## src/rtl/regfile_alu_slice.sv

```systemverilog
// Execution slice: 32x32 register file (2 async reads, 1 sync write), 16->32 sign
// extender and a 32-bit combinational ALU with shift and compare groups.
module regfile_alu_slice (
  input  logic        clk,
  input  logic        reset,
  input  logic [4:0]  rs1,
  input  logic [4:0]  rs2,
  input  logic [4:0]  rw,
  input  logic [31:0] busw,
  input  logic        regwr,
  output logic [31:0] busa,
  output logic [31:0] busb,
  input  logic [15:0] imm16,
  output logic [31:0] ext_imm,
  input  logic [31:0] alu_a,
  input  logic [31:0] alu_b,
  input  logic [5:0]  alu_ctl,
  output logic [31:0] alu_out,
  output logic        a_zero
);

  // r0 has no storage; it is hardwired to zero on both read ports
  logic [31:0] regs [1:31];

  always_ff @(posedge clk) begin
    if (reset) begin
      for (int i = 1; i < 32; i++) regs[i] <= '0;
    end else if (regwr && rw != 5'd0) begin
      regs[rw] <= busw;
    end
  end

  assign busa   = (rs1 == 5'd0) ? 32'd0 : regs[rs1];
  assign busb   = (rs2 == 5'd0) ? 32'd0 : regs[rs2];
  assign a_zero = (busa == 32'd0);

  assign ext_imm = {{16{imm16[15]}}, imm16};

  logic [4:0]  shAmt;
  logic        sLt, uLt, isEq;
  logic        cmpRes;
  logic [31:0] aluRes;

  assign shAmt = alu_b[4:0];
  assign sLt   = $signed(alu_a) < $signed(alu_b);
  assign uLt   = alu_a < alu_b;
  assign isEq  = alu_a == alu_b;

  always_comb begin
    aluRes = '0;
    cmpRes = 1'b0;
    case (alu_ctl)
      6'b000000: aluRes = alu_a + alu_b;
      6'b000001: aluRes = alu_a - alu_b;
      6'b000010: aluRes = alu_a & alu_b;
      6'b000011: aluRes = alu_a | alu_b;
      6'b001000: aluRes = alu_a ^ alu_b;
      6'b000100: aluRes = alu_a << shAmt;
      6'b000101: aluRes = alu_a >> shAmt;
      6'b000110: aluRes = $signed(alu_a) >>> shAmt;
      6'b100000: begin cmpRes = isEq;          aluRes = {31'd0, cmpRes}; end
      6'b100001: begin cmpRes = !isEq;         aluRes = {31'd0, cmpRes}; end
      6'b100010: begin cmpRes = sLt;           aluRes = {31'd0, cmpRes}; end
      6'b100011: begin cmpRes = !sLt && !isEq; aluRes = {31'd0, cmpRes}; end
      6'b100100: begin cmpRes = sLt || isEq;   aluRes = {31'd0, cmpRes}; end
      6'b100101: begin cmpRes = !sLt;          aluRes = {31'd0, cmpRes}; end
      6'b110010: begin cmpRes = uLt;           aluRes = {31'd0, cmpRes}; end
      6'b110011: begin cmpRes = !uLt && !isEq; aluRes = {31'd0, cmpRes}; end
      6'b110100: begin cmpRes = uLt || isEq;   aluRes = {31'd0, cmpRes}; end
      6'b110101: begin cmpRes = !uLt;          aluRes = {31'd0, cmpRes}; end
      default:   aluRes = '0;
    endcase
  end

  assign alu_out = aluRes;

endmodule

```

## config.mk

```make
export PLATFORM = sky130hd
export DESIGN_NAME = regfile_alu_slice
export DESIGN_NICKNAME = d
export VERILOG_FILES = /design/src/rtl/regfile_alu_slice.sv
export SDC_FILE = /design/constraint.sdc
export NUM_CORES = 2
export LEC_CHECK = 0
export ABC_CLOCK_PERIOD_IN_PS = 6600
export BUFFER_PORTS_ARGS = -buffer_cell sky130_fd_sc_hd__buf_2
export CAP_MARGIN = 20
export CORE_ASPECT_RATIO = 1.75
export CORE_MARGIN = 2
export CORE_UTILIZATION = 55
export CTS_CLUSTER_SIZE = 8
export DETAILED_ROUTE_END_ITERATION = 16
export HOLD_SLACK_MARGIN = 0.02
export PLACE_DENSITY = 0.72
export SLEW_MARGIN = 20
export SYNTH_ARGS = -nofsm -noshare
export SYNTH_HDL_FRONTEND = slang
export SYNTH_SLANG_ARGS = --single-unit
```

## constraint.sdc

```tcl
create_clock -name clk -period 6.6 [get_ports clk]
set_clock_uncertainty 0.15 [all_clocks]
set_input_delay 0.66 -clock clk [delete_from_list [all_inputs] [get_ports clk]]
set_output_delay 0.66 -clock clk [all_outputs]
set_load 0.02 [all_outputs]
```

Word-level counts from Yosys, hierarchy flattened
Memory sizes are Yosys's and may differ from the RTL's.
Cells that the tools add are included.
Word-level totals
  register bits: 0
  bits of input ports: 136
  ROM bits: 0
  bits in latches: 0
  memory bits (writable): 992
  memories kept: 1
  word-level logic and storage cells: 54
Cells by class
  shifts and indexed selects: 3
  $add $sub $neg: 2
  $mul: 0
  bitwise operators: 3
  divide/modulo/power cells: 0
  magnitude comparators: 2
  reduce and logical (&&, ||, !) cells: 14
  eq/ne operators: 18
  muxes and demuxes: 11
Memories
  regs: depth 31, width 32, read ports 2, clocked after Yosys merged registers in 0, wr ports 31, RTL line 23  | logic [31:0] regs [1:31];
Operators by type and width (number)
  one-hot mux 32 bit (18 select lines): 1
  2-to-1 mux 32 bit: 3
  less-than comparator 32 bit: 2
  == test 6 bit, second input constant: 10
  adder 32 bit: 1
  AND 32 bit: 1
  == test 32 bit: 1
  zero test 32 bit: 1
  bitwise OR 32 bit: 1
  OR reduction 32 bit: 1
  left shift 32 x 5 -> 32 bit: 1
  >> shifter 32 x 5 -> 32 bit: 1
  >>> shifter 32 x 5 -> 32 bit: 1
  subtractor 32 bit: 1
  bitwise XOR 32 bit: 1
  == test 6 x 3 -> 1 bit, second input constant: 3
  == test 6 x 2 -> 1 bit, second input constant: 2
  zero test 5 bit: 2
  == test 6 x 1 -> 1 bit, second input constant: 1
  == test 6 x 4 -> 1 bit, second input constant: 1
  zero test 6 bit: 1
  2-to-1 mux 1 bit: 6
  2-to-1 mux 5 bit: 1
  nonzero test 5 bit: 1
  3 further kinds: 8

Longest topological paths before layout
  depth in word-level cells: 7
  mapped depth: 15
  depth with buffers taken out: 13

Least setup slack after synthesis
OpenSTA, ideal clock, no wires.
  kind: input to output
  from: in alu_b[1]
  to: out alu_out[20]
  setup slack: 1.571 ns
  data arrival time: 4.219 ns
  data required time: 5.790 ns
  stages: 15
  path buffers: 4
  cell sequence: buf_2 clkinv_1 buf_2 buf_2 buf_1 fa_1 nor2b_1 o311ai_1 a211oi_1 a211oi_2 o31ai_2 a211o_1 nand3_1 a22oi_1 or4_1
Between the ends
  longest elaborated chain between the ends: 2
  elaborated cells on any way between the ends: 6
  those cells by class: add/sub: 2; shift: 3; mux: 1
Ends and longest elaborated chain
  from (decl): RTL line 16  | input logic [31:0] alu_b,
  subtractor 32 bit, or another cell as far along: RTL line 54  | 6'b000001: aluRes = alu_a - alu_b;
  one-hot mux 32 bit (18 select lines) (*): RTL line 52  | case (alu_ctl)
  to (decl): RTL line 18  | output logic [31:0] alu_out,
Every way passes the cells marked *; elsewhere a longest branch is shown, timed or not.

Final worst setup path
  from: in rs1[0]
  to: out a_zero
Between the ends
  longest elaborated chain between the ends: 3
  elaborated cells on any way between the ends: 4
  those cells by class: mux: 1; reduce/logical: 2; memory: 1
Ends and longest elaborated chain
  from (decl): RTL line 6  | input logic [4:0] rs1,
  memory read (31 x 32 bit) or zero test 5 bit (tied branches)
  2-to-1 mux 32 bit (*): RTL line 33  | assign busa = (rs1 == 5'd0) ? 32'd0 : regs[rs1];
  zero test 32 bit (*): RTL line 35  | assign a_zero = (busa == 32'd0);
  to (decl): RTL line 19  | output logic a_zero
Marks and branches as above.

==> summary.txt <==
Floorplan
  • Die area: roughly 0.12 mm^2
  • Std-Cell Rows: 164
  • Chip width: about 260 um
  • Chip height: around 450 um
  • Initial Util: a little under three fifths
  • Core ar.: about 0.11 mm^2
  • Boundary pin count: 265

Finish
  • Flip-flop and latch area: between 0.03 and 0.04 mm^2
  • Nets: 4,939
  • Max reg flops: 1,024
  • Area occupied by multi-input gates: 0.0304 mm^2
  • Share of cells above drive strength 1: 28.6%
  • Final core utilization: around three fifths
  • Synth-to-Final Area Change: 10.4%
  • Biggest regs: regs x1024
  • Design Area, Final: between 0.06 and 0.07 mm^2
  • Reg with most FFs: regs
  • Layout Cells excl Fill: a little over 6,000
  • Filler cell count in the final layout: approximately 8,600

Route
  • Routed Antenna Nets: 0
  • Top Metal Used: met5
  • Vias per cell: ~7.3
  • DR iter-0 viols: between 6,000 and 7,000
  • Initial DRT Pass Iterations: 6
  • Via count: between 40,000 and 50,000
  • Avg WL per Cell: approximately 40 um
  • Met2 wire len: 122,000 um
  • Drt drc: 0
  • Met1 Routed Length: just over 70,000 um
  • Final WL: 251,000 um
  • Met3 WL: between 20,000 and 30,000 um

Global routing
  • Congestion Overflow GR: 0
  • Total GRT Usage: between 40 and 50%
  • Vias in the first global route: 46,300
  • Largest net degree at the start of global routing: around 110
  • Initial antenna violation count: 34
  • First-pass GRT wire length: between 300,000 and 400,000 um

CTS
  • H-tree levels: 4
  • Total CTS buffers: approximately 150
  • Hold_buf cts: 0
  • CTS tree: built
  • Clock sink count: between 1,000 and 1,500
  • Clock Path Buffers: 3
  • Reg clk slew, reported paths: approximately 50 ps
  • Post-CTS Setup Inserts: 0
  • Clk root buf: clkbuf_16
  • # resized after CTS: 0

Pwr
  • Clock network power share: about two fifths
  • Power Density: approximately 250 mW/mm^2
  • P_int: around 13 mW
  • Leakage: approximately 25 nW
  • Sw Ratio: 27.2%
  • Combinational power share: 17.1%
  • VDD IR max: about 0.29 mV
  • Total power: around 17 mW
  • Sw power: ~4.7 mW
  • Sequential share of power: 44.5%

STA
  • Setup-failing EPs final: 0
  • Final critical-path required period: between 5000 and 6000 ps
  • Fin. Hold Viols: 0
  • Final WS setup: between 700 and 800 ps
  • Period Utilization, post-route: 88.7%
  • Setup TNS: 0 ps
  • Max Slew Vio Count: 0
  • Hold WS: between 200 and 300 ps
  • Slew margin rel.: around 15%
  • Peak Freq: ~170 MHz
  • RSZ-0062 raised after global routing: false
  • Slew @ Worst Pin: 1270 ps

Logic synthesis
  • Ys Warns: 0
  • Largest area contributor in the netlist: edfxtp_1
  • Synth cell count leaders: edfxtp_1, and2_1, mux4_2, clkbuf_1, nor2_1
  • Number of synthesized flops with an enable pin: ~1,000
  • Most numerous cell in the Yosys netlist: edfxtp_1
  • Post-synth top flop: edfxtp_1
  • Sequential share of the synthesized area: about half
  • Cells after synthesis: ~4,600
  • Fraction of registers with async set/reset: 0%
  • Register bit total from synthesis: a little over 1,000
  • Synth cell types: 88
  • Synthesized area per cell: about 14 um^2
  • Mapped Area: ~0.063 mm^2
  • Post-synth top area share: a little under 50%
  • Top post-synthesis cells by area: edfxtp_1, mux4_2, and2_1, clkbuf_1, ha_1

Place
  • IO Port Bufs: between 200 and 250
  • Pre-CTS WS: roughly 820 ps
  • Gpl congestion: around 1.1
  • Cell count after placement: between 6,000 and 7,000
  • Post-DP HPWL: approximately 150,000 um
  • Post-DP Area: roughly 0.066 mm^2

Setup path
  • Crit path DAT: 5040 ps
  • Kind of end point of the critical path: output port
  • Worst-path cell chain: buf_8, buf_4, buf_4, mux4_2, mux4_2, a22oi_1, nand2_1, nor4_1, nand4_1, nor2_1, buf_2
  • Slowest Stage Delay on Critical Path: 640 ps
  • Critical Path Source Type: input port
  • Worst path required time: about 5800 ps
  • Crit-path slowest cell: buf_8
  • Worst-path fanout max: 70
  • Crit path kind: in2out

Run status
  • Status: finished, final reports clean

Hold path
  • Worst Hold Launch: busw[12]
  • Worst hold endpoint: regs[0][12]
  • Worst hold path cell count: 1
  • Hold Crit Class: in2reg

Run
  • Max-cap viol count: 0
## cell families after synthesis
logic type	share of synthesized area, %
buffers and inverters	3.87
AO/OA/AOI/OAI	5.49
other	0.00594
AND/OR/NAND/NOR	14.3
multiplexers	25.5
flip-flops	48.7
XOR/XNOR	0.111
adder cells (fa/ha/maj)	1.99
## worst max path at each step
stage / slack, ps / from / end / depth (start not counted)
after floorplan: 1570 / alu_b[1] / alu_out[20] / 15
after global placement: 860 / rs1[0] / a_zero / 11
after detailed placement: 820 / rs1[0] / a_zero / 11
after CTS: 850 / rs1[0] / a_zero / 11
after global routing: 650 / rs1[0] / a_zero / 11
final: 750 / rs1[0] / a_zero / 11
## layout make-up
cell class | count | area share, %
diodes | 26 | 0.0934
clock buffers | 148 | 5.32
clock inverters | 12 | 0.205
inverters | 91 | 0.490
multi-input cells | 3071 | 43.6
flip-flops and latches | 1024 | 44.1
well taps | 1494 | 2.68
repair buffers | 371 | 3.50
## routing by layer
layer	vias up	global-route usage (%)
met5	-	0
met4	20	41.2
met3	1251	11.6
met2	3852	69.8
met1	23000	45.0
li1	17800	-
## placed cells by master, fill, tap and decap left out, drive strengths merged, types with 18 or more instances in the layout
master,synthesis,routed
a21oi,105,105
a31oi,23,23
buf,147,371
or2,38,38
edfxtp,1024,1024
mux4,628,628
a211oi,24,24
a221oi,18,18
diode,0,26
and2,995,995
o22ai,19,19
mux2i,88,88
a22oi,44,44
nor3,31,31
nand2b,21,21
nand3,39,39
clkbuf,343,148
o211ai,27,27
nand2,186,186
mux2,92,92
conb,1,32
inv,89,97
nor4,20,20
ha,97,97
nor2,219,219
o21ai,104,104
## worst max-delay path: cells and delay by family
family,cells,cell delay (ps)
buffers and inverters,4,1580
and+or+nand+nor,4,1440
muxes,2,1040
AOI/OAI and AO/OA,1,200
## power by group through the flow
stage / logic [mW] / registers (mW) / clock network (mW)
after floorplan: 1.83 / 7.74 / 0
after global placement: 2.84 / 7.78 / 0
after detailed placement: 2.85 / 7.82 / 0
after CTS: 2.86 / 7.70 / 6.64
after global routing: 3.03 / 7.74 / 6.85
final: 2.96 / 7.72 / 6.65
(Power assumes the default switching activity.)
